--- config.mk ---
export PLATFORM = sky130hd
export DESIGN_NAME = registradores
export DESIGN_NICKNAME = d
export VERILOG_FILES = /design/src/rtl/registradores.sv
export SDC_FILE = /design/constraint.sdc
export NUM_CORES = 1
export LEC_CHECK = 0
export ABC_AREA = 1
export CORE_UTILIZATION = 35
export CTS_CLUSTER_SIZE = 25
export DETAILED_ROUTE_END_ITERATION = 12
export PLACE_DENSITY = 0.57
export SYNTH_ARGS = -nofsm -noshare
export SYNTH_HDL_FRONTEND = slang
export SYNTH_SLANG_ARGS = --single-unit
--- constraint.sdc ---
create_clock -name clock -period 1.51 [get_ports clock]
set_input_delay 0.2265 -clock clock [delete_from_list [all_inputs] [get_ports clock]]
set_output_delay 0.2265 -clock clock [all_outputs]
set_load 0.005 [all_outputs]
--- src/rtl/registradores.sv ---
// registradores: 8 x 8-bit general-purpose register file.
// Two combinational read ports feed the ALU operands; one clocked write port
// serves writeback. Reset is synchronous and clears every register.
module registradores #(
  parameter int unsigned DATA_WIDTH = 8,
  parameter int unsigned ADDR_WIDTH = 3
) (
  input  logic                  clock,
  input  logic                  reset,
  input  logic [ADDR_WIDTH-1:0] reg1,
  input  logic [ADDR_WIDTH-1:0] reg2,
  input  logic [ADDR_WIDTH-1:0] regE,
  input  logic [DATA_WIDTH-1:0] EscData,
  input  logic                  escrita,
  output logic [DATA_WIDTH-1:0] out1,
  output logic [DATA_WIDTH-1:0] out2
);

  localparam int unsigned NUM_REGS = 2 ** ADDR_WIDTH;

  logic [DATA_WIDTH-1:0] r_regs [NUM_REGS];

  // Storage update: reset wins over a same-cycle write; otherwise write one register.
  always_ff @(posedge clock) begin
    if (reset) begin
      for (int i = 0; i < int'(NUM_REGS); i++) begin
        r_regs[i] <= '0;
      end
    end else if (escrita) begin
      r_regs[regE] <= EscData;
    end
  end

  // Read ports: no write-through bypass, forwarding is left to the pipeline.
  assign out1 = r_regs[reg1];
  assign out2 = r_regs[reg2];

endmodule

==> metrics.md <==
| Metric | Value |
|---|---|
| Run status | `finished, violations left` |
| Violated checks | `setup timing` |
| Post-Syn Area | `3889 um^2` |
| Num CTS Buffers | `9` |
| DR iter-0 viols | `between 200 and 300` |
| First-pass GRT wire length | `18180 um` |
| Placer Congestion | `0.8626` |
| Gr ovfl total | `0` |
| Pwr dens | `840.4 nW/um^2` |
| # setup viols final | `8` |
| Synth unique cells | `12` |
| Via Count | `3533` |
| Vias in the first global route | `roughly 3300` |
| Fill cell count | `~1100` |
| Reg clk slew, reported paths | `~60 ps` |
| Regs by FF count | `r_regs: 64 flops` |
| Most flops, register | `r_regs` |
| Final worst-path cycle share | `1.047` |
| Final total power | `4.153 mW` |
| Leak Pwr | `2.518 nW` |
| Worst hold path class | `in2reg` |
| Max VDD drop | `0.4752 mV` |
| Fraction of power consumed by sequential logic | `0.511` |
| Crit path buffers/inverters | `3` |
| CTS root buf | `clkbuf_8` |
| Crit path DAT | `between 1000 and 1500 ps` |
| Drt total wl | `11470 um` |
| Max Cap Viol | `0` |
| Design area | `4942 um^2` |
| Required time worst endpoint | `1280 ps` |
| Logic pwr share | `0.212` |
| Largest delay share family, worst path | `flip-flops` |
| Unrepaired setup endpoints after global routing | `true` |
| Crit path launch type | `flop` |
| Most frequent cells in the layout | `202 x nand2_1, 67 x nor2_1, 64 x edfxtp_1, 53 x nand3_1, 50 x inv_1` |
| CTS tree | `built` |
| DRC Markers | `0` |
| Fin crit period | `1582 ps` |
| CP max stage delay | `410 ps` |
| Net Count, Synth | `roughly 550` |
| DIE AREA | `11540 um^2` |
| PnR worst setup slack | `-71.62 ps` |
| H-tree depth | `3` |
| IO buf count | `35` |
| Placement row count | `38` |
| Sw Share | `0.2772` |
| Yosys reg bits | `64` |
| Vias per inst | `4.813` |
| Utilization after layout | `0.4559` |
| Pin count of the biggest net entering global routing | `33` |
| Die Ht | `approximately 110 um` |
| Fin nets | `610` |
| Worst-margin pin slew | `between 300 and 400 ps` |
| I/O Pins | `36` |
| Max reg flops | `64` |
| Crit end category | `output pin` |
| Net Sw Power | `1.151 mW` |
| Routed WL per cell | `about 16 um` |
| Critical path peak fanout | `2` |
| Fraction of layout cells with a size suffix above 1 | `0.2273` |
| Post-DP Area | `between 4000 and 5000 um^2` |
| Commonest non-fill, non-tap cell in the layout | `nand2_1` |
| Max Freq | `632.3 MHz` |
| Core ar. | `10840 um^2` |
| Total GRT Usage | `0.2124` |
| Final ANT Viol Nets | `0` |
| Sequential element share of the synthesized area | `0.4942` |
| Yosys synthesis warning count | `0` |
| Chip Width | `107.4 um` |
| CP Class | `reg2out` |
| Setup TNS Final | `-158.4 ps` |
| Placement Setup Slack | `-671.0 ps` |
| Clock Path Buffers | `2` |
| CP cell instances | `inv_2 > buf_6 > nand2_4 > nand3_2 > nand2_2 > nand2_1 > nand2_1 > buf_2` |
| Power Internal | `3.002 mW` |
| Rel. slew slack | `0.7633` |
| Antenna violations before repair | `0` |
| Most used cell, CP | `nand2_1` |
| Clock sinks | `64` |
| Clk pwr share | `0.277` |
| Initial Util | `0.3587` |
| Cells after Synth | `528` |
| Slowest CP cell | `edfxtp_1` |
| Dpl hpwl | `8246 um` |
| Average cell area after synthesis | `7.365 um^2` |
| ANT cells | `0` |
| Pins Over Slew Limit | `0` |
| Endpoints failing hold | `0` |
| Layout area overhead | `27.09%` |
| Drt first pass iters | `5` |
-- Yosys cell counts --
library cell	number	area (um^2)
nor2_1	67	251.5
nand2_4	9	101.4
nand3_1	64	320.3
buf_6	3	33.78
nor2_4	2	22.52
edfxtp_1	64	1922
inv_2	5	18.77
clkbuf_1	1	3.750
buf_2	11	55.05
inv_1	78	292.8
buf_4	7	52.55
nand2_1	217	814.5
-- cell families after synthesis --
family                 synth area share
flip-flops                       0.4942
AND/OR/NAND/NOR                  0.3884
buffers and inverters            0.1174
-- cell type report --
cell class                 count  area, um^2  share of cell area
tap                          140       175.2             0.03544
inverter                      83       321.6             0.06506
sequential                    64        1922              0.3889
clock buffer                  13       138.9             0.02810
timing repair buffer          73       764.5              0.1547
clock inverter                 2       7.507            0.001519
multi-input combinational    359        1613              0.3263
-- path summary, 6_finish.rpt --
kind | slack, ps | startpoint | depth (start not counted) | endpoint
worst max-delay path | -70 | r_regs[4][2] | 8 | out1[2]
worst min-delay path | 730 | EscData[6] | 3 | r_regs[3][6]
-- through the flow --
stage	hold WS [ps]	cells
6_report	730.8	734
5_1_grt	762.4	734
4_1_cts	720.8	734
3_5_place_dp	1083	714
3_3_place_gp	1084	714
2_1_floorplan	515.4	528
-- per-layer routing --
layer / track usage / part of all wire / wire length [um]
met3: 0.03390 / 0.070 / 803
met5: 0 / 0 / 0
met1: 0.3097 / 0.47 / 5347
met2: 0.3198 / 0.44 / 5042
met4: 0.06947 / 0.024 / 279
-- power groups by stage --
stage               Combinational [mW]  Clock (mW)  Sequential [mW]
CTS                              0.848        1.19             2.12
finish                           0.879        1.15             2.12
global placement                 0.836           0             2.15
global route                     0.971        1.27             2.13
floorplan                        0.464           0             2.12
detailed placement               0.841           0             2.15
-- timing repair --
| action | in CTS | in global routing |
|---|---|---|
| pin swaps | 22 | 18 |
| buffers inserted | 2 | 0 |
| endpoints found under the setup margin | 16 | 16 |
| cloned | 3 | 0 |
| resized for setup | 106 | 38 |
| hold buffers | 0 | 0 |
Power figures use the tool's default switching activity.
